File: src/rtl/btn_pkg.sv
// rtl/btn_pkg.sv - shared state encoding and defaults for the button debouncer
package btn_pkg;

    // Per-channel debounce state; values are fixed so the encoding is stable for debug.
    typedef enum logic [1:0] {
        ST_REL  = 2'd0,
        ST_PCHK = 2'd1,
        ST_PRS  = 2'd2,
        ST_RCHK = 2'd3
    } btn_state_t;

    localparam int DEF_N_BTN = 4;

endpackage

File: src/rtl/btn_debounce_ch.sv
// rtl/btn_debounce_ch.sv - one button channel: synchronizer, settle-check FSM, long-press timer
module btn_debounce_ch
    import btn_pkg::*;
#(
    parameter int SETTLE_CYCLES = 1000000,
    parameter int LONG_CYCLES   = 100000000
) (
    input  logic i_clk,
    input  logic i_rst,
    input  logic i_raw,
    output logic o_btn,
    output logic o_press,
    output logic o_release,
    output logic o_long
);

    // A settle count of 1 loads zero, so keep at least one counter bit.
    localparam int SW = (SETTLE_CYCLES > 1) ? $clog2(SETTLE_CYCLES) : 1;
    // The long counter saturates at LONG_CYCLES, so it must hold that value.
    localparam int LW = $clog2(LONG_CYCLES + 1);

    localparam logic [SW-1:0] SETTLE_LOAD = SW'(SETTLE_CYCLES - 1);
    localparam logic [LW-1:0] LONG_MAX    = LW'(LONG_CYCLES);
    localparam logic [LW-1:0] LONG_LAST   = LW'(LONG_CYCLES - 1);

    logic            r_s1;
    logic            r_s2;
    btn_state_t      r_state;
    logic [SW-1:0]   r_settle;
    logic [LW-1:0]   r_long_cnt;

    // Two-flop synchronizer; the FSM only ever looks at r_s2.
    always_ff @(posedge i_clk) begin
        if (i_rst) begin
            r_s1 <= 1'b0;
            r_s2 <= 1'b0;
        end else begin
            r_s1 <= i_raw;
            r_s2 <= r_s1;
        end
    end

    // Settle-check FSM with registered level, pulses and long-press flag.
    always_ff @(posedge i_clk) begin
        if (i_rst) begin
            r_state    <= ST_REL;
            r_settle   <= '0;
            r_long_cnt <= '0;
            o_btn      <= 1'b0;
            o_press    <= 1'b0;
            o_release  <= 1'b0;
            o_long     <= 1'b0;
        end else begin
            o_press   <= 1'b0;
            o_release <= 1'b0;
            case (r_state)
                ST_REL: begin
                    o_btn <= 1'b0;
                    if (r_s2) begin
                        r_state  <= ST_PCHK;
                        r_settle <= SETTLE_LOAD;
                    end
                end
                ST_PCHK: begin
                    if (!r_s2) begin
                        r_state <= ST_REL;
                    end else if (r_settle != '0) begin
                        r_settle <= r_settle - 1'b1;
                    end else begin
                        r_state    <= ST_PRS;
                        o_btn      <= 1'b1;
                        o_press    <= 1'b1;
                        r_long_cnt <= '0;
                    end
                end
                ST_PRS: begin
                    o_btn <= 1'b1;
                    if (r_long_cnt != LONG_MAX) begin
                        r_long_cnt <= r_long_cnt + 1'b1;
                    end
                    // The counter steps through LONG_LAST exactly once per hold, and
                    // the flag is sticky until release, so an equality test suffices.
                    if (r_long_cnt == LONG_LAST) begin
                        o_long <= 1'b1;
                    end
                    if (!r_s2) begin
                        r_state  <= ST_RCHK;
                        r_settle <= SETTLE_LOAD;
                    end
                end
                ST_RCHK: begin
                    // Long counter is frozen here; a glitch back to PRS resumes it.
                    if (r_s2) begin
                        r_state <= ST_PRS;
                    end else if (r_settle != '0) begin
                        r_settle <= r_settle - 1'b1;
                    end else begin
                        r_state    <= ST_REL;
                        o_btn      <= 1'b0;
                        o_release  <= 1'b1;
                        o_long     <= 1'b0;
                        r_long_cnt <= '0;
                    end
                end
                default: begin
                    r_state <= ST_REL;
                end
            endcase
        end
    end

endmodule

File: src/rtl/btn_debounce.sv
// rtl/btn_debounce.sv - push-button conditioner: N independent debounce channels
module btn_debounce
    import btn_pkg::*;
#(
    parameter int N_BTN         = DEF_N_BTN,
    parameter int SETTLE_CYCLES = 1000000,
    parameter int LONG_CYCLES   = 100000000
) (
    input  logic             clk,
    input  logic             rst,
    input  logic [N_BTN-1:0] btn_raw,
    output logic [N_BTN-1:0] btn_out,
    output logic [N_BTN-1:0] press_pulse,
    output logic [N_BTN-1:0] release_pulse,
    output logic [N_BTN-1:0] long_press
);

    // One fully independent channel per button; equal input timing gives same-edge outputs.
    for (genvar g = 0; g < N_BTN; g++) begin : g_ch
        btn_debounce_ch #(
            .SETTLE_CYCLES(SETTLE_CYCLES),
            .LONG_CYCLES  (LONG_CYCLES)
        ) u_ch (
            .i_clk    (clk),
            .i_rst    (rst),
            .i_raw    (btn_raw[g]),
            .o_btn    (btn_out[g]),
            .o_press  (press_pulse[g]),
            .o_release(release_pulse[g]),
            .o_long   (long_press[g])
        );
    end

endmodule

File: config.mk
export PLATFORM = sky130hd
export DESIGN_NAME = btn_debounce
export DESIGN_NICKNAME = d
export VERILOG_FILES = /design/src/rtl/btn_pkg.sv /design/src/rtl/btn_debounce_ch.sv /design/src/rtl/btn_debounce.sv
export SDC_FILE = /design/constraint.sdc
export NUM_CORES = 1
export LEC_CHECK = 0
export CAP_MARGIN = 0
export CELL_PAD_IN_SITES_DETAIL_PLACEMENT = 1
export CELL_PAD_IN_SITES_GLOBAL_PLACEMENT = 2
export CORE_AREA = 2 2 169 171
export DETAILED_ROUTE_END_ITERATION = 7
export DIE_AREA = 0 0 171 173
export PLACE_DENSITY = 0.88
export SYNTH_ARGS = -nofsm -noshare
export SYNTH_HDL_FRONTEND = slang
export SYNTH_SLANG_ARGS = --single-unit
File: constraint.sdc
create_clock -name clk -period 7.6 [get_ports clk]
set_clock_uncertainty 0.05 [all_clocks]
set_input_delay 1.52 -clock clk [delete_from_list [all_inputs] [get_ports clk]]
set_output_delay 1.52 -clock clk [all_outputs]
set_load 0.05 [all_outputs]
After elaboration in Yosys (flattened, before gate mapping)
Cells that the tools add are included.
Word-level totals
  bits in registers: 220
  input bits: 6
  output and inout port bits: 16
  logic and storage cells: 264
Operators by class
  add/subtract/negate cells: 8
  eq/ne operators: 60
  multiplexer cells: 104
  bitwise gates (word level): 12
  reduce and logical (&&, ||, !) cells: 44
Operator list (count)
  2-to-1 mux 27 bit: 16
  2-to-1 mux 20 bit: 20
  one-hot mux 27 bit (3 select lines): 4
  one-hot mux 20 bit (4 select lines): 4
  adder 27 x 1 -> 27 bit (second input constant): 4
  equality test 27 bit (second input constant): 4
  inequality test 27 bit (second input constant): 4
  AND reduction 4 bit: 20
  nonzero test 20 bit: 4
  subtractor 20 x 1 -> 20 bit (second input constant): 4
  2-to-1 mux 2 bit: 24
  inequality test 2 x 1 -> 1 bit (second input constant): 16
  inequality test 2 bit (second input constant): 16
  one-hot mux 2 bit (4 select lines): 4
  2-to-1 mux 1 bit: 24
  OR reduction 3 bit: 8
  equality test 2 bit (second input constant): 8
  one-hot mux 1 bit (4 select lines): 4
  inequality test 3 x 2 -> 1 bit (second input constant): 4
  inequality test 3 bit (second input constant): 4
  inverter 1 bit: 12
  nonzero test 3 bit: 4
  equality test 2 x 1 -> 1 bit (second input constant): 4
  zero test 2 bit: 4
  2 further kinds: 8

Logic depth before layout (Yosys ltp)
Gate-level depths: netlist of the first run.
  depth after elaboration: 4
  depth in mapped cells: 10
  depth with buffers taken out: 8

By module
From an unflattened synthesis of the first run, not the netlist that was laid out.
Second synthesis, totals
  cell total of the unflattened synthesis: 1611
  area, all modules: 13115.1 um^2
By module, submodules not included
  btn_debounce_ch (g_ch[1].u_ch ...): instances 3, cells each 410, area an instance 3333.2 um^2, sequential area each 1101.1 um^2
  btn_debounce_ch (g_ch[0].u_ch): instances 1, cells each 381, area an instance 3115.5 um^2, sequential area each 1101.1 um^2

Least setup slack after synthesis of the first run
Ideal clock, no wire load.
  kind: input to register
  start point: input port rst
  end point: register g_ch[0].u_ch.r_long_cnt[14]
  arrival: 2.844 ns
  required time: 7.490 ns
  path slack: 4.645 ns
  stages on the path: 6
  buffers on the path: 3
  cell sequence: clkbuf_1 a41oi_1 buf_2 clkbuf_1 o311ai_0 nand2_1
RTL lines
  from (decl): RTL line btn_debounce.sv:10  | input logic rst,
  to (signal assigned): RTL line btn_debounce_ch.sv:79  | r_long_cnt <= r_long_cnt + 1'b1;
  to (decl): RTL line btn_debounce_ch.sv:30  | logic [LW-1:0] r_long_cnt;

Final worst setup path of the first run
  start point: register g_ch[1].u_ch.o_btn
  end point: output port btn_out[1]
RTL lines
  from (decl): RTL line btn_debounce_ch.sv:11  | output logic o_btn,
  from (signal assigned): RTL line btn_debounce_ch.sv:49  | o_btn <= 1'b0;
  from (signal assigned): RTL line btn_debounce_ch.sv:58  | o_btn <= 1'b0;
  from (signal assigned): RTL line btn_debounce_ch.sv:71  | o_btn <= 1'b1;
  to (decl): RTL line btn_debounce.sv:12  | output logic [N_BTN-1:0] btn_out,
No word-level cell between the ends.

==> metrics, run 1 <==
post_cts resized=0; Worst Hold Class=reg2reg; Netlist cell types=74; crit-path max FO=3; Die H=173 µm; Peak Freq=300 MHz; Synth Warn #=0; Die ar.=0.0296 mm²; Rows=61; r2r endpoint=g_ch[1].u_ch.r_settle[17]; most frequent cells in the layout=220 x dfxtp_1, 147 x nor2_1, 93 x nand2_1; core area=0.0276 mm²; CP peak stage delay=840 ps; Worst Path Buf+Inv=1; # DRC=0; sequential area share after synthesis=a little under 40%; R2R Setup Slk=4480 ps; delay-heaviest family, CP=buffers and inverters; number of flops mapped to enable cells by yosys=0; cell count after placement=1699; Pre-Repair DR Iteration Count=4; leakage power figure=between 4 and 5 nW; Clock Sinks=between 200 and 250; final hold vios=0; DP Worst Slack=3880 ps; area leader, netlist=dfxtp_1; Filler cells=~3300; DR WL/cell=between 15 and 20 µm; later-pin clock latency in the skew report=530 ps; crit-path cells=clkdlybuf4s50_1; FF-to-FF path depth=9; CTS tree=built; hold buffers post-CTS=0; clock buffer depth=3; power per cell area=275 mW/mm²; CTS HTree Levels=1; Root Driver=clkbuf_16; Multi-input gate area=0.00655 mm²; Worst R2R Start=g_ch[1].u_ch.r_state[0]; CP Data Required Time=6030 ps; flip-flop and latch area=~0.0044 mm²; area grow syn2layout=11.2%; startpoint type of the worst setup path=register; Worst-path clk slew=50 ps; post-DP HPWL=18300 µm; Final Setup Violations=0; Setup CP Type=reg2out; RSZ-0062 raised after global routing=no; starting density of the core=41.5%; I/O pin count=22; Final Non-Filler Cells=1746; top post-synthesis cells by area=dfxtp_1 38%, xnor2_1 5.9%, nor2_1 4.8%; Fin Setup TNS=0 ps; Final Slew Violations=0; vias in the first global route=9862; Tcrit/Tclk final=43.9%; initial antenna violation count=0; Num CTS Buffers=27; PnR worst setup slack=4260 ps; Ant. Diodes=0; Seq cells post-synth=220; nets=approximately 1400; slew margin rel.=roughly a quarter; Routed Antenna Nets=0; Die X-Extent=171 µm; share of the synthesized area in the top cell type=38.4%; CP max stage cell=clkdlybuf4s50_1; post-synthesis cell count=1362; commonest register cell after synthesis=dfxtp_1; hold endpoint=g_ch[1].u_ch.r_s2; post-layout minimum cycle time=3340 ps; worst hold stages=1; Max Cap Viol=0; vias per inst=5.61; DR iter-0 viols=410; Post-CTS Setup Inserts=0; status=complete, no violations; Max IR drop VDD=0.173 mV; CP arrival=1770 ps; total track usage=18.5%; final WL=roughly 27000 µm; first-pass GRT wire length=47300 µm; CP Capture Type=output pin; layout cell share with drive strength beyond 1=6.43%; GRT overflow=0; PortBufs=21; largest net degree at the start of global routing=51; vias post-DR=9789; Syn Area/Cell=8.41 µm²; gp weighted congestion=about 0.75; Synthesized Nets=1400; commonest non-fill, non-tap cell in the layout=dfxtp_1; minimum hold slack=389 ps; async set-reset flop share out of synthesis=0%; Mapped Area=0.0115 mm²; worst hold start=g_ch[1].u_ch.r_s1; slew at the pin with the worst max-slew slack=between 1000 and 1500 ps; Final Util=46.1%
layout make-up:
cell class                 instances  share of cell area, %
clock buffer                      40                   6.32
clock inverter                     7                  0.668
inverter                          40                   1.18
multi-input combinational       1032                   51.4
sequential                       220                   34.6
tap                              378                   3.71
timing repair buffer              29                   2.10
kinds of logic (layout without fill, tap and decap cells):
| family | after synthesis | count (layout) | share of synthesized area, % |
|---|---|---|---|
| buf+inv | 110 | 116 | 4.53 |
| flops | 220 | 220 | 38.4 |
| mux | 17 | 17 | 1.50 |
| xor+xnor | 115 | 115 | 8.79 |
| simple gates | 637 | 637 | 30.4 |
| fa+ha+maj | 32 | 32 | 3.49 |
| compound gates | 231 | 231 | 12.8 |
flip-flops by register name, indices dropped and copies added (netlist names), named ones only:
signal and flops:
g_ch.u_ch.r_s2 4, g_ch.u_ch.r_long_cnt 108, g_ch.u_ch.o_press 4, g_ch.u_ch.r_state 4
g_ch.u_ch.o_btn 4, g_ch.u_ch.o_release 4, g_ch.u_ch.r_settle 80, g_ch.u_ch.r_s1 4
g_ch.u_ch.o_long 4
how the worst max path moves through the flow:
stage | startpoint | to | depth (start not counted)
finish | g_ch[1].u_ch.o_btn | btn_out[1] | 1
detailed placement | rst | g_ch[2].u_ch.r_long_cnt[3] | 5
global route | g_ch[1].u_ch.r_state[0] | g_ch[1].u_ch.r_settle[17] | 9
CTS | g_ch[1].u_ch.o_btn | btn_out[1] | 1
global placement | rst | g_ch[2].u_ch.r_long_cnt[3] | 5
floorplan | rst | g_ch[0].u_ch.r_long_cnt[14] | 6
Yosys cell counts (all sizes together) (4+ instances only):
master and number:
dfxtp 220, nor2 149, a21oi 93, nand2 93
xnor2 77, nand3 58, nor3 57, nand4 49
o21ai 46, nor4 45, inv 40, xor2 38
clkbuf 36, buf 34, or3 34, ha 32
or4 23, nand2b 21, and3 19, and4 18
o31ai 18, mux2i 16, nor2b 15, a211oi 12
a31oi 11, nand3b 10, nor3b 10, or2 10
nor4b 9, a2111oi 7, nand4b 7, a21o 5
and2 4, o211ai 4, o21a 4
routing by layer:
metal | GRT usage (%) | up-vias | part of all wire, %
met3 | 2.31 | 37 | 2.5
met2 | 32.4 | 82 | 48
met5 | 0 | - | 0
met4 | 3.71 | 0 | 1.7
li1 | - | 4911 | -
met1 | 24.4 | 4759 | 48
metrics by stage:
stage / instance area [µm²] / total power, W
2_1_floorplan: 11500 / 0.00204
3_3_place_gp: 11800 / 0.00222
3_5_place_dp: 11800 / 0.00224
4_1_cts: 12700 / 0.00355
5_1_grt: 12700 / 0.00372
6_report: 12700 / 0.00350
where the power goes:
group | internal, W | switching (W) | total, W | leakage [nW]
sequential | 0.00126 | 0.000115 | 0.00137 | 1.79
combinational | 0.000309 | 0.000543 | 0.000852 | 2.07
clock | 0.000791 | 0.000484 | 0.00128 | 0.444
total | 0.00236 | 0.00114 | 0.00350 | 4.30
No activity file was read; power rests on OpenSTA's default activity.
==> run 2, diff against run 1 <==
- CORE_AREA: 2 2 169 171 -> 2 2 175 177
- DIE_AREA: 0 0 171 173 -> 0 0 177 179
- PLACE_DENSITY: 0.88 -> 0.83
- clock period: 7.6 -> 3.25 ns (I/O delays scaled with it)
==> run 2 against run 1 <==
Core utilization down 3.2 points. Global-route usage down 1.1 points. Final cell count up 2.5%. Combinational power up 140%. Non-clock buffer count up 26. Power up 130%. Sequential power up 130%. Critical path type is now reg2reg. Largest power group unchanged.
==> metrics, run 2 (synthesis results as in run 1) <==
Num CTS Buffers=26 (-3.7%); CP arrival=3280 ps (+1510 ps); post-DP HPWL=19000 µm (+4.1%); status=complete, no violations; largest net degree at the start of global routing=39 (-24%); post_cts resized=0 (unchanged); nets=1413 (+1.8%); Final Slew Violations=0 (unchanged); Setup CP Type=reg2reg; Final Util=42.9% (-3.2 points); vias per inst=5.44 (-2.9%); PortBufs=21 (unchanged); Post-CTS Setup Inserts=0 (unchanged); CP Capture Type=register; Ant. Diodes=0 (unchanged); Pre-Repair DR Iteration Count=6 (+2); slew margin rel.=42.2% (+17 points); CTS tree=built; RSZ-0062 raised after global routing=no; Top reg by flops=g_ch.u_ch.r_long_cnt; layout cell share with drive strength beyond 1=7.82% (+1.4 points); total track usage=17.5% (-1.1 points); initial antenna violation count=0 (unchanged); Die H=179 µm (+3.5%); # DRC=0 (unchanged); PnR worst setup slack=382 ps (-3880 ps); Max Cap Viol=0 (unchanged); Fin Setup TNS=0 ps (unchanged); CP peak stage delay=670 ps (-170 ps); leakage power figure=4.39 nW (+2.1%); crit-path max FO=17 (+14); Peak Freq=349 MHz; CTS HTree Levels=1 (unchanged); post-layout minimum cycle time=2870 ps; Final Setup Violations=0 (unchanged); first-pass GRT wire length=47200 µm (-0.23%); Die X-Extent=177 µm (+3.5%); GRT overflow=0 (unchanged); most frequent cells in the layout=220 x dfxtp_1, 147 x nor2_1, 93 x nand2_1; final hold vios=0 (unchanged); slew at the pin with the worst max-slew slack=868 ps (-253 ps); Worst-path clk slew=60 ps (about the same); vias in the first global route=9711 (-1.5%); core area=0.0300 mm² (+8.7%); Worst Hold Class=reg2reg; Top Registers=g_ch.u_ch.r_long_cnt: 108 flops, g_ch.u_ch.r_settle: 80 flops; DR iter-0 viols=459 (+12%); startpoint type of the worst setup path=register; DP Worst Slack=411 ps (-3470 ps); delay-heaviest family, CP=simple AND/OR/NAND/NOR gates; Worst Path Buf+Inv=1 (unchanged); starting density of the core=38.1% (-3.3 points); final WL=27600 µm (+0.88%); CP max stage cell=or4_4; power per cell area=627 mW/mm² (+130%); clock buffer depth=3 (unchanged); total power=0.00808 W (+130%); Largest register FFs=108 (unchanged); vias post-DR=9744 (-0.46%); area grow syn2layout=12.5%; I/O pin count=22 (unchanged); later-pin clock latency in the skew report=530 ps (about the same); commonest non-fill, non-tap cell in the layout=dfxtp_1; Rows=64 (+4.9%); Routed Antenna Nets=0 (unchanged); CP Data Required Time=3660 ps (-2370 ps); Max IR drop VDD=0.376 mV (+120%); gp weighted congestion=0.749 (-0.57%); DR WL/cell=15.4 µm (-1.6%); Die ar.=0.0317 mm² (+7.1%); Tcrit/Tclk final=88.2%; Root Driver=clkbuf_16; Clock Sinks=220 (unchanged); hold buffers post-CTS=0 (unchanged); crit-path cells=inv_1, ha_1, nor2b_1, a211oi_1, o31ai_4, or4_4, or4_1, a21oi_1
-- run 2: layout make-up --
type / instances / area, µm²
sequential: 220 / 4400
fill: 3591 / 17100
tap: 396 / 495
timing repair buffer: 55 / 463
clock inverter: 3 / 15.0
clock buffer: 44 / 810
multi-input combinational: 1032 / 6550
inverter: 40 / 150
-- run 2: worst reg2reg max path, stage by stage, from the launching register on --
cell      delay [ps]
dfxtp_1          370
inv_1             80
ha_1             250
nor2b_1          170
a211oi_1         370
o31ai_4          280
or4_4            680
or4_1            420
a21oi_1          140
-- run 2: through the flow --
| step | hold slack, ps | instances | area, µm² |
|---|---|---|---|
| floorplan | 364 | 1362 | 11500 |
| global placement | 369 | 1743 | 12100 |
| detailed placement | 379 | 1743 | 12100 |
| CTS | 393 | 1790 | 12900 |
| global route | 409 | 1790 | 12900 |
| finish | 386 | 1790 | 12900 |
-- run 2: path summary, 6_finish.rpt --
check / start / endpoint / slack, ps / cells after the start
min reg2reg: g_ch[3].u_ch.r_s1 / g_ch[3].u_ch.r_s2 / 390 / 1
max reg2reg: register / g_ch[3].u_ch.r_long_cnt[22] / 380 / 8
max: register / g_ch[3].u_ch.r_long_cnt[22] / 380 / 8
min: g_ch[3].u_ch.r_s1 / g_ch[3].u_ch.r_s2 / 390 / 1
-- run 2: power breakdown --
part	switching, W	total (W)	internal [W]
Sequential	0.000261	0.00321	0.00295
Combinational	0.00128	0.00208	0.000794
Clock	0.00112	0.00280	0.00168
Total	0.00267	0.00808	0.00542
-- run 2: per-layer routing --
layer / up-vias / wire length (µm) / track usage, %
met4: 0 / 574 / 4.06
met3: 37 / 604 / 2.37
li1: 4934 / - / -
met1: 4714 / 13600 / 23.3
met5: - / 0 / 0
met2: 59 / 12800 / 29.8
==> run 3, diff against run 2 <==
--- a/config.mk
+++ b/config.mk
@@ -6,11 +6,12 @@
 export NUM_CORES = 1
 export LEC_CHECK = 0
+export ABC_AREA = 1
 export CAP_MARGIN = 0
 export CELL_PAD_IN_SITES_DETAIL_PLACEMENT = 1
 export CELL_PAD_IN_SITES_GLOBAL_PLACEMENT = 2
-export CORE_AREA = 2 2 175 177
+export CORE_AREA = 2 2 211 213
 export DETAILED_ROUTE_END_ITERATION = 7
-export DIE_AREA = 0 0 177 179
-export PLACE_DENSITY = 0.83
+export DIE_AREA = 0 0 213 215
+export PLACE_DENSITY = 0.84
 export SYNTH_ARGS = -nofsm -noshare
 export SYNTH_HDL_FRONTEND = slang
==> constraint.sdc (replaced) <==
create_clock -name clk -period 3.25 [get_ports clk]
set_clock_uncertainty 0.05 [all_clocks]
set_input_delay 0.4875 -clock clk [delete_from_list [all_inputs] [get_ports clk]]
set_output_delay 0.4875 -clock clk [all_outputs]
set_load 0.05 [all_outputs]
==> run 3 against run 2 <==
Hold slack worse by 71 ps. Area after synthesis is 28% higher. Setup slack better by 180 ps. Critical path type unchanged. First-iteration DRC count is 29% higher.
==> metrics, run 3 <==
worst setup path endpoint=g_ch[2].u_ch.r_long_cnt[15]; crit-path max FO=21 (+4); clock buffer depth=3 (unchanged); Ant. Diodes=0 (unchanged); GRT overflow=0 (unchanged); Worst R2R Start=g_ch[2].u_ch.r_state[0]; Synth Warn #=0 (unchanged); CP max stage cell=ha_1; Pre-Repair DR Iteration Count=4 (-2); CP peak stage delay=590 ps (-80 ps); hold buffers post-CTS=0 (unchanged); top cells by count, synth=854 x nand2_1, 489 x nor2_1, 237 x inv_1; Top reg by flops=g_ch.u_ch.r_long_cnt; Seq cells post-synth=220 (unchanged); DR WL/cell=14.1 µm (-8.4%); Syn Area/Cell=5.86 µm² (-30%); Final Setup Violations=0 (unchanged); later-pin clock latency in the skew report=580 ps (+50 ps); Root Driver=clkbuf_16; area leader, netlist=dfxtp_1; Fin Setup TNS=0 ps (unchanged); most frequent cell after synthesis=nand2_1; CP dominant cell by count=nand2_1; crit-path cells=inv_1, ha_1, nand2_1, nor2_1, nand2_1, nor2_1, nand2_1, nand3_2, clkinv_2, nand2_1, a21oi_1; Worst Hold Class=in2reg; sequential area share after synthesis=29.9% (-8.5 points); Max Cap Viol=0 (unchanged); slew at the pin with the worst max-slew slack=828 ps (-39.4 ps); vias post-DR=15005 (+54%); initial antenna violation count=0 (unchanged); DR iter-0 viols=594 (+29%); vias in the first global route=15409 (+59%); Setup CP Type=reg2reg; top post-synthesis cells by area=dfxtp_1 30%, nand2_1 22%, nor2_1 12%; nets=2530 (+79%); final hold vios=0 (unchanged); Rows=77 (+20%); cell count after placement=3053 (+75%); Filler cells=5958 (+66%); CP Data Required Time=3630 ps (-30 ps); FF-to-FF path depth=11 (+3); leakage power figure=6.26 nW (+43%); final WL=43900 µm (+59%); Netlist cell types=37 (-50%); post_cts resized=0 (unchanged); CP arrival=3060 ps (-220 ps); power per cell area=705 mW/mm² (+12%); Worst-path clk slew=60 ps (about the same); R2R Setup Slk=560 ps (+180 ps); Final Util=37.6% (-5.4 points); post-synthesis cell count=2509 (+84%); Tcrit/Tclk final=82.6% (-5.6 points); post-layout minimum cycle time=2690 ps (-182 ps); Mapped Area=0.0147 mm² (+28%); delay-heaviest family, CP=simple AND/OR/NAND/NOR gates; post-DP HPWL=32200 µm (+69%); CTS tree=built; Post-CTS Setup Inserts=0 (unchanged); Peak Freq=372 MHz (+6.8%); Final Slew Violations=0 (unchanged); Clock Sinks=220 (unchanged); commonest register cell after synthesis=dfxtp_1; layout cell share with drive strength beyond 1=5.85% (-2.0 points); CP Capture Type=register; core area=0.0436 mm² (+45%); area grow syn2layout=11.5%; status=complete, no violations; starting density of the core=33.7% (-4.4 points); Synthesized Nets=2547 (+82%); # DRC=0 (unchanged); PnR worst setup slack=565 ps (+182 ps); Top Registers=g_ch.u_ch.r_long_cnt: 108 flops, g_ch.u_ch.r_settle: 80 flops; total track usage=19.5% (+2.1 points); Max IR drop VDD=0.293 mV (-22%); Crit path depth=11 (+3); Largest register FFs=108 (unchanged); Die ar.=0.0458 mm² (+45%); PortBufs=21 (unchanged); DP Worst Slack=566 ps (+154 ps); I/O pin count=22 (unchanged); gp weighted congestion=0.878 (+17%); r2r endpoint=g_ch[2].u_ch.r_long_cnt[15]; number of flops mapped to enable cells by yosys=0 (unchanged); commonest non-fill, non-tap cell in the layout=nand2_1; CP startpoint=g_ch[2].u_ch.r_state[0]; slew margin rel.=44.8% (+2.6 points); RSZ-0062 raised after global routing=no; most frequent cells in the layout=854 x nand2_1, 489 x nor2_1, 237 x inv_1; Num CTS Buffers=29 (+12%); Routed Antenna Nets=0 (unchanged); CTS HTree Levels=1 (unchanged); Die H=215 µm (+20%); startpoint type of the worst setup path=register; largest net degree at the start of global routing=160 (+310%); Worst Path Buf+Inv=2 (+1); async set-reset flop share out of synthesis=0% (unchanged); Die X-Extent=213 µm (+20%); vias per inst=4.83 (-11%); Final Non-Filler Cells=3106 (+74%); first-pass GRT wire length=75500 µm (+60%); share of the synthesized area in the top cell type=29.9% (-8.5 points)
[run 3: metal layers]
metal	track usage (%)	wire length [µm]	vias up	part of all wire (%)
met1	26.0	21300	7128	49
met4	3.99	635	0	1.4
li1	-	-	7739	-
met5	0	0	-	0
met3	2.05	1010	44	2.3
met2	34.0	20900	94	48
[run 3: cell families (layout without fill, tap and decap cells)]
kind of cell	after synthesis	count (layout)	share of synthesized area, %
adders and majority gates	32	32	2.72
buffers and inverters	339	344	10.1
and+or+nand+nor	1617	1617	44.9
DFF	220	220	29.9
xor gates and xnor gates	65	65	3.87
AOI/OAI and AO/OA	236	236	8.44
[run 3: cell type report]
cell class	instances	area (µm²)	share of cell area, %
Multi-Input combinational cell	1950	8820	53.8
Sequential cell	220	4400	26.9
Inverter	254	963	5.88
Clock buffer	35	808	4.93
Tap cell	592	741	4.52
Timing Repair Buffer	37	357	2.18
Clock inverter	18	303	1.85
[run 3: worst min-delay path by stage]
stage | startpoint | to | slack (ps) | cells after the start
after floorplan | g_ch[0].u_ch.r_s1 | g_ch[0].u_ch.r_s2 | 340 | 2
after global placement | g_ch[0].u_ch.r_s1 | g_ch[0].u_ch.r_s2 | 350 | 2
after global routing | rst | g_ch[2].u_ch.r_long_cnt[20] | 350 | 4
final | rst | g_ch[2].u_ch.r_long_cnt[20] | 320 | 4
after CTS | rst | g_ch[2].u_ch.r_long_cnt[23] | 300 | 4
after detailed placement | g_ch[0].u_ch.r_s1 | g_ch[0].u_ch.r_s2 | 350 | 2
[run 3: worst min-delay path: stages]
cell     delay (ps)
buf_6            80
inv_2           170
nand2_1         130
inv_1            30
[run 3: report_power, final]
group	internal, W	switching, W
sequential	0.00304	0.000359
clock	0.00240	0.00133
combinational	0.00139	0.00305
total	0.00683	0.00474
[run 3: per-stage QoR]
stage | hold WS, ps | instance area [µm²] | power (W)
after CTS | 303 | 16400 | 0.0118
after global placement | 349 | 15300 | 0.00779
final | 315 | 16400 | 0.0116
after global routing | 352 | 16400 | 0.0126
after floorplan | 338 | 14700 | 0.00693
after detailed placement | 352 | 15300 | 0.00794
==> RTL edit: new RTL, settings of run 2 <==
Encoding of `btn_state_t`: now one-hot (4 bits for 4 states).
--- a/src/rtl/btn_pkg.sv
+++ b/src/rtl/btn_pkg.sv
@@ -4,7 +4,7 @@
     // Per-channel debounce state; values are fixed so the encoding is stable for debug.
-    typedef enum logic [1:0] {
-        ST_REL  = 2'd0,
-        ST_PCHK = 2'd1,
-        ST_PRS  = 2'd2,
-        ST_RCHK = 2'd3
+    typedef enum logic [3:0] {
+        ST_REL  = 4'b0001,
+        ST_PCHK = 4'b0010,
+        ST_PRS  = 4'b0100,
+        ST_RCHK = 4'b1000
     } btn_state_t;
Check against the original RTL: no difference found for any inputs over 4 cycles, from zero or initial values and one cycle with rst high; so few cycles prove little.
==> RTL edit against run 2 <==
Maximum frequency down 3.0%; wire length up 8.1%; area after synthesis rose by 2.1%; cell count increased by 2.6%; first-iteration DRC count is 15% lower; core utilization increased by 0.91 points; design area increased by 2.1%; non-clock buffer count rose by 1; setup slack worse by 0.090 ns; sequential cell count increased by 8; critical path depth stayed put; count of clock-buffer cells in the layout decreased by 2.
Power is not compared: it rests on default switching activity, and its combinational part moved more than twofold at a synthesized area within 25%.
==> RTL edit: results (changes against run 2) <==
| Metric | Value |
|---|---|
| Reg2reg end | `g_ch[2].u_ch.r_long_cnt[9]` |
| Met1 Use GR | `25.57% (+2.3 points)` |
| Global-route wire length before repair | `51,080 um (+8.1%)` |
| Slew @ Worst Pin | `1.127 ns (+0.2591 ns)` |
| Worst Hold Slack | `0.3843 ns (-0.002034 ns)` |
| 1st-iter DRT viols | `391 (-15%)` |
| Synth unique cells | `76 (+2.7%)` |
| Grt met3 use | `2.502% (+0.13 points)` |
| Synthesis Warnings | `0 (unchanged)` |
| Status | `finished clean` |
| Critical Path AT | `3.31 ns (+0.03 ns)` |
| Number of global-route vias before repair | `10,328 (+6.4%)` |
| Seq/Total Area, Yosys | `39.02% (+0.58 points)` |
| WL/cell | `16.25 um (+5.3%)` |
| Fill cells | `3,614 (+0.64%)` |
| Largest regs | `g_ch.u_ch.r_long_cnt (108), g_ch.u_ch.r_settle (80), g_ch.u_ch.r_state (16)` |
| Flop-to-flop setup slack | `0.29 ns (-0.09 ns)` |
| Synth Area per Inst | `8.209 um^2 (-2.4%)` |
| Vias per cell | `5.561 (+2.2%)` |
| Final cell count without fillers | `1,837 (+2.6%)` |
| Wire length on met3 | `655 um (+8.4%)` |
| Syn Nets | `1,447 (+3.4%)` |
| GPL Wtd Cong | `0.7896 (+5.4%)` |
| Detailed Routing Iterations Pass 1 | `5 (-1)` |
| Post-CTS setup buffers | `0 (unchanged)` |
| Synth cell count leaders | `dfxtp_1 (228), nor2_1 (160), a21oi_1 (118), nand2_1 (86), xnor2_1 (80)` |
| Met1 wire length | `14,660 um (+7.5%)` |
| Largest net degree at the start of global routing | `83 (+110%)` |
| Top cell family by delay on the critical path | `simple AND/OR/NAND/NOR gates` |
| Slowest cell on crit path | `or3_1` |
| P_leak | `4.355 nW` |
| Synth top area cells | `dfxtp_1 (39%), xnor2_1 (6.0%), nor2_1 (5.1%)` |
| WL met2 | `14,120 um (+10%)` |
| Layout cells sized above 1 | `7.842% (+0.023 points)` |
| Reg2Reg Depth | `8 (unchanged)` |
| Met2 GRT Util | `32.57% (+2.7 points)` |
| Gr usage total | `18.94% (+1.5 points)` |
| Post-DP HPWL | `19,840 um (+4.3%)` |
| Cts bufs inserted | `28 (+7.7%)` |
| IO buf count | `21 (unchanged)` |
RTL edit: cell count changes in the layout (fill, tap and decap cells not counted), moves of 11 or more:
| cell | before | now |
|---|---|---|
| a21oi_1 | 91 | 118 |
| ha_1 | 32 | 16 |
| mux2i_1 | 16 | 2 |
| nor2_1 | 147 | 160 |
| nor4_1 | 39 | 26 |
| a211oi_1 | 12 | 24 |
| nand3_1 | 58 | 70 |
| or3_1 | 33 | 44 |
| xor2_1 | 38 | 49 |
RTL edit: cells by family after synthesis:
| group | Yosys count | synth area share (%) |
|---|---|---|
| fa+ha+maj | 16 | 1.711 |
| compound gates | 282 | 15.15 |
| mux | 3 | 0.2674 |
| simple gates | 639 | 29.45 |
| buf+inv | 128 | 4.749 |
| flops | 228 | 39.02 |
| xor+xnor | 129 | 9.659 |
RTL edit: power groups by stage:
stage	registers [mW]	clock network, mW	logic, mW
3_3_place_gp	2.98	0	0.570
6_report	2.92	2.96	0.581
4_1_cts	2.92	3.07	0.585
5_1_grt	2.93	3.19	0.651
2_1_floorplan	2.95	0	0.428
3_5_place_dp	2.98	0	0.582
RTL edit: how the worst max path moves through the flow:
stage                                        start                     endpoint  slack, ns  cells past startpoint
final                     g_ch[2].u_ch.r_settle[0]   g_ch[2].u_ch.r_long_cnt[9]       0.29                      8
after global routing      g_ch[2].u_ch.r_settle[0]   g_ch[2].u_ch.r_long_cnt[9]      0.008                      8
after CTS                 g_ch[2].u_ch.r_settle[0]  g_ch[2].u_ch.r_long_cnt[24]       0.25                      8
after detailed placement  g_ch[2].u_ch.r_settle[0]  g_ch[2].u_ch.r_long_cnt[24]       0.26                      8
after global placement     g_ch[3].u_ch.r_state[3]    g_ch[3].u_ch.r_settle[14]       0.49                      6
after floorplan           g_ch[3].u_ch.r_settle[0]     g_ch[3].u_ch.r_settle[2]       0.66                      9
RTL edit: area by class of cell:
| type | count | area [um^2] | share of cell area, % |
|---|---|---|---|
| clock inverter | 5 | 25.02 | 0.1901 |
| clock buffer | 42 | 844.6 | 6.416 |
| sequential | 228 | 4564 | 34.68 |
| inverter | 41 | 153.9 | 1.169 |
| timing repair buffer | 56 | 470.5 | 3.574 |
| tap | 396 | 495.5 | 3.764 |
| multi-input combinational | 1069 | 6609 | 50.21 |
RTL edit: through the flow:
step	cell area (um^2)	worst slack (ns)	util, %	total power, mW
floorplan	11700	0.6626	-	3.383
global placement	12290	0.4887	40.92	3.545
detailed placement	12290	0.2638	40.92	3.560
CTS	13160	0.2489	43.82	6.575
global route	13160	0.007770	43.83	6.767
finish	13160	0.2926	43.83	6.461
